`src/rtl/omsp_spm_cmd_seq_pkg.sv`:
```
// Shared encodings for the Sancus protection command path: operation codes,
// query selector codes and the fixed result words returned to the execution unit.
package omsp_spm_cmd_seq_pkg;

  typedef enum logic [1:0] {
    SPM_OP_PROTECT   = 2'd0,
    SPM_OP_UNPROTECT = 2'd1,
    SPM_OP_QUERY     = 2'd2,
    SPM_OP_ILLEGAL   = 2'd3
  } spm_op_e;

  // data_request selector codes; zero means no request is active
  localparam logic [1:0]  SPM_REQ_NONE = 2'd0;

  localparam logic [15:0] SPM_RES_OK   = 16'h0001;
  localparam logic [15:0] SPM_RES_ZERO = 16'h0000;

  // Protect and unprotect both go through the single-cycle update strobe
  function automatic logic op_is_update(input logic [1:0] op);
    return (op == SPM_OP_PROTECT) || (op == SPM_OP_UNPROTECT);
  endfunction

endpackage

```
`src/rtl/omsp_spm_cmd_seq.sv`:
```
// Sancus command sequencer: accepts one protect/unprotect/query command,
// drives the SPM control strobes, and returns a 16-bit result plus error flag.
//
//  state    | meaning
//  ---------+-------------------------------------------------------------
//  S_IDLE   | ready for a command (cmd_ready=1)
//  S_UPDATE | single update_spm cycle; violation sampled at its closing edge
//  S_QUERY  | data_request held; wait counter runs down to zero
//  S_DONE   | result_valid held until result_ready
module omsp_spm_cmd_seq
  import omsp_spm_cmd_seq_pkg::*;
#(
  parameter int QUERY_WAIT = 1
) (
  input  logic        mclk,
  input  logic        puc_rst,
  input  logic        cmd_valid,
  input  logic [1:0]  cmd_op,
  input  logic [1:0]  cmd_sel,
  output logic        cmd_ready,
  input  logic        violation,
  input  logic        spm_select_valid,
  input  logic [15:0] requested_data,
  output logic        update_spm,
  output logic        enable_spm,
  output logic [1:0]  data_request,
  output logic        result_valid,
  input  logic        result_ready,
  output logic [15:0] result_data,
  output logic        result_err,
  output logic        busy
);

  typedef enum logic [1:0] {
    S_IDLE   = 2'd0,
    S_UPDATE = 2'd1,
    S_QUERY  = 2'd2,
    S_DONE   = 2'd3
  } state_e;

  localparam logic [3:0] WAIT_LOAD = 4'(QUERY_WAIT - 1);

  state_e     state;
  spm_op_e    op_q;
  logic [3:0] wait_cnt;

  // Sequencer FSM; every output is registered so strobes never see cmd_* combinationally
  always_ff @(posedge mclk) begin
    if (puc_rst) begin
      state        <= S_IDLE;
      op_q         <= SPM_OP_PROTECT;
      wait_cnt     <= 4'd0;
      cmd_ready    <= 1'b1;
      busy         <= 1'b0;
      update_spm   <= 1'b0;
      enable_spm   <= 1'b0;
      data_request <= SPM_REQ_NONE;
      result_valid <= 1'b0;
      result_data  <= SPM_RES_ZERO;
      result_err   <= 1'b0;
    end else begin
      case (state)
        S_IDLE: begin
          if (cmd_valid) begin
            op_q      <= spm_op_e'(cmd_op);
            cmd_ready <= 1'b0;
            busy      <= 1'b1;
            if (op_is_update(cmd_op)) begin
              state      <= S_UPDATE;
              update_spm <= 1'b1;
              enable_spm <= (cmd_op == SPM_OP_PROTECT);
            end else if ((cmd_op == SPM_OP_QUERY) && (cmd_sel != SPM_REQ_NONE)) begin
              state        <= S_QUERY;
              wait_cnt     <= WAIT_LOAD;
              data_request <= cmd_sel;
            end else begin
              // illegal op or empty selector: fail without touching SPM control
              state        <= S_DONE;
              result_valid <= 1'b1;
              result_data  <= SPM_RES_ZERO;
              result_err   <= 1'b1;
            end
          end
        end

        S_UPDATE: begin
          state        <= S_DONE;
          update_spm   <= 1'b0;
          enable_spm   <= 1'b0;
          result_valid <= 1'b1;
          // SPM control never checks on disable, so unprotect ignores violation
          if ((op_q == SPM_OP_PROTECT) && violation) begin
            result_data <= SPM_RES_ZERO;
            result_err  <= 1'b1;
          end else begin
            result_data <= SPM_RES_OK;
            result_err  <= 1'b0;
          end
        end

        S_QUERY: begin
          if (wait_cnt == 4'd0) begin
            state        <= S_DONE;
            data_request <= SPM_REQ_NONE;
            result_valid <= 1'b1;
            if (spm_select_valid) begin
              result_data <= requested_data;
              result_err  <= 1'b0;
            end else begin
              result_data <= SPM_RES_ZERO;
              result_err  <= 1'b1;
            end
          end else begin
            wait_cnt <= wait_cnt - 4'd1;
          end
        end

        S_DONE: begin
          if (result_ready) begin
            state        <= S_IDLE;
            result_valid <= 1'b0;
            cmd_ready    <= 1'b1;
            busy         <= 1'b0;
          end
        end

        default: state <= S_IDLE;
      endcase
    end
  end

endmodule
```
`config.mk`:
```
export PLATFORM = sky130hd
export DESIGN_NAME = omsp_spm_cmd_seq
export DESIGN_NICKNAME = d
export VERILOG_FILES = /design/src/rtl/omsp_spm_cmd_seq_pkg.sv /design/src/rtl/omsp_spm_cmd_seq.sv
export SDC_FILE = /design/constraint.sdc
export NUM_CORES = 1
export LEC_CHECK = 0
export BUFFER_PORTS_ARGS = -buffer_cell sky130_fd_sc_hd__buf_2
export CAP_MARGIN = 20
export CORE_MARGIN = 2
export CORE_UTILIZATION = 51
export CTS_CLUSTER_SIZE = 28
export DETAILED_ROUTE_END_ITERATION = 8
export MAX_ROUTING_LAYER = met4
export PLACE_DENSITY = 0.85
export SLEW_MARGIN = 0
export SYNTH_ARGS = -nofsm -noshare
export SYNTH_HDL_FRONTEND = slang
export SYNTH_SLANG_ARGS = --single-unit
```
`constraint.sdc`:
```
create_clock -name mclk -period 1.9 [get_ports mclk]
set_input_delay 0.19 -clock mclk [delete_from_list [all_inputs] [get_ports mclk]]
set_output_delay 0.19 -clock mclk [all_outputs]
set_load 0.005 [all_outputs]
```
==> metrics <==
outcome finished clean; Synth Area in Compound Gates 0.151; H-tree Lvls 2; EDFF count, synth 0; drt wl/cell approximately 13 um; Worst Max-Slew Pin Slew 0.323 ns; Peak VDD IR 0.758 mV; crit path capture type flop; path category of the worst min-delay check input port to flop; area leader, netlist dfxtp_1; die height slightly above 60 um; crit-path max cell delay around 0.35 ns; Clock Path Buffers 2; Synthesized Nets 220; vias in the first global route ~1,300; most common cell in the synthesized netlist nand2_1; GP Congestion around 0.82; DRC Markers 0; via-per-instance ratio 5.20; Req. time, crit path around 2.2 ns; CP Class flop to flop; post-synthesis sequential area ratio 0.381; drt pass-1 iters 4; CTS tree yes; Synth-to-Final Area Change 21.0%; # rows 20; cts bufs inserted 5; RSZ-0062 raised after global routing no; Overflow after GRT 0; port buffer count 49; final setup violation count 0; first-pass GRT wire length ~5400 um; layout cells sized above 1 0.315; initial antenna violation count 0; core box area a little over 3000 sq um; Die W between 60 and 70 um; Worst Path Arrival between 2 and 2.5 ns; PD cells between 1000 and 1500 nW/um^2; Post-Synth Simple-Gate Area 0.224; Root Driver clkbuf_4; Iteration-0 DRC Markers 39; Setup TNS 0 ns; worst path cell trace inv_1 -> ha_1 -> a21bo_4 -> o21ai_2 -> nand2b_4 -> buf_12 -> mux2i_1; fin crit period 1.75 ns; Mapped Cells 187; Slew Limit Fails 0; Area contributors post-synth dfxtp_1, mux2i_1, nand2_1, ha_1, a21oi_1; Post-CTS Repair Setup Buffers 0; multiplexer area fraction after synthesis 0.128; Fin. Hold Viols 0; Post-Synth XOR/XNOR Area 0; gr usage total 0.205; Yosys reg bits 32; max-cap viol count 0; DP HPWL about 2700 um; Die ar. 3780 sq um; CP Launch Type flop; Mapped Area approximately 1700 sq um; Placed Instance Area 1960 sq um; clk_lat worst skew ~0.33 ns; Yosys warning count 0; Post-synth top cells nand2_1, dfxtp_1, mux2i_1; Synth top area share 0.381; worst-path fanout max 10; # IOs 50; primary flip-flop cell chosen by synthesis mapping dfxtp_1; Diodes inserted 0; Post-Route WL 3610 um; clock transition at the registers of the reported paths 0.10 ns; headroom to the max-slew limit 0.782; Post-Route Skew between 0.003 and 0.004 ns; FMAX approximately 570 MHz; CP max-delay cell dfxtp_1; Synth Area per Inst around 9 sq um; Cell variety after synth 50; ys async rst share 0; design area 2040 sq um; clock sink count 32; crit share post-route 0.922; Leakage between 0.9 and 1 nW; Initial Util 0.542; main combinational cell family by area after synthesis simple AND/OR/NAND/NOR gates; Nets 270; Antenna Violating Nets Remaining 0; Via Count approximately 1,500; Post-Synth Adder-Cell Area 0.0520; largest net degree at the start of global routing 18
==> area by class of cell <==
| class | instances | area (sq um) |
|---|---|---|
| fill | 274 | 1070 |
| multi-input combinational | 135 | 935 |
| sequential | 32 | 641 |
| timing repair buffer | 54 | 295 |
| tap | 44 | 55.1 |
| clock buffer | 6 | 41.3 |
| clock inverter | 2 | 35.0 |
| inverter | 9 | 33.8 |
==> worst paths after layout <==
check / slack [ns] / to / from / cells after the start
hold / removal: 0.08 / result_data[3] / requested_data[3] / 3
setup / recovery: 0.15 / result_data[8] / state[0] / 7
hold reg to reg: 0.46 / result_data[2] / result_data[2] / 2
setup reg to reg: 0.15 / result_data[8] / state[0] / 7
==> stage by stage <==
stage / std cells / power [mW] / utilization / setup slack, ns / hold WS (ns)
3_5_place_dp: 274 / 2.32 / 0.631 / 0.0915 / 0.439
4_1_cts: 282 / 2.83 / 0.656 / 0.0641 / 0.0759
2_1_floorplan: 187 / 2.04 / - / 0.262 / 0.329
3_3_place_gp: 274 / 2.29 / 0.631 / 0.211 / 0.437
5_1_grt: 282 / 3.01 / 0.656 / 0.0464 / 0.0527
6_report: 282 / 2.83 / 0.656 / 0.148 / 0.0830
==> power by group <==
part / leakage (nW) / internal (mW) / switching, mW / total, mW
Clock: 0.0422 / 0.276 / 0.232 / 0.508
Sequential: 0.260 / 0.780 / 0.0675 / 0.847
Combinational: 0.671 / 0.700 / 0.775 / 1.47
==> cells by family after synthesis <==
| family | after synthesis |
|---|---|
| DFF | 32 |
| AOI/OAI and AO/OA | 31 |
| muxes | 21 |
| and+or+nand+nor | 76 |
| buffers and inverters | 20 |
| adders and majority gates | 7 |
==> cell usage in the layout, fill, tap and decap left out, types with 2 or more instances in the layout <==
cell type / synthesis / routed
buf_2: 4 / 49
nand2_1: 38 / 38
dfxtp_1: 32 / 32
mux2i_1: 20 / 20
nor2_1: 8 / 8
ha_1: 7 / 7
inv_1: 6 / 6
a21oi_1: 6 / 6
nand3_1: 5 / 5
nor3_1: 5 / 5
clkbuf_4: 0 / 5
nand4_1: 4 / 4
buf_4: 1 / 4
inv_2: 3 / 3
nand2b_1: 3 / 3
nor2b_1: 3 / 3
and3_1: 2 / 2
a31o_1: 2 / 2
o21ai_0: 2 / 2
a31oi_1: 2 / 2
a211oi_1: 2 / 2
o31ai_1: 2 / 2
==> per-layer routing <==
| metal | global-route usage | up-vias | wire [um] |
|---|---|---|---|
| met1 | 0.244 | 667 | 1630 |
| met5 | - | - | 0 |
| met2 | 0.315 | 37 | 1750 |
| li1 | - | 754 | - |
| met4 | 0.0881 | 0 | 57 |
| met3 | 0.0693 | 7 | 177 |
==> what timing repair did <==
item	4_1_cts	5_1_grt
endpoints found under the setup margin	0	3
hold buffers	0	0
resized for setup	0	1
==> critical path: cells and delay by family, from the launching register on <==
family,cells,cell delay (ns)
AO/OA/AOI/OAI,2,0.35
flip-flops,1,0.35
buffers and inverters,2,0.28
adder cells (fa/ha/maj),1,0.27
AND/OR/NAND/NOR,1,0.24
multiplexers,1,0.18
==> state kept, by name, summed over array words and instances, names as in the netlist <==
signal        cells
cmd_ready         1
result_valid      1
result_data      16
data_request      2
busy              1
op_q              2
enable_spm        1
update_spm        1
wait_cnt          4
result_err        1
state             2
Note: power is estimated with default switching activity, not from simulation.
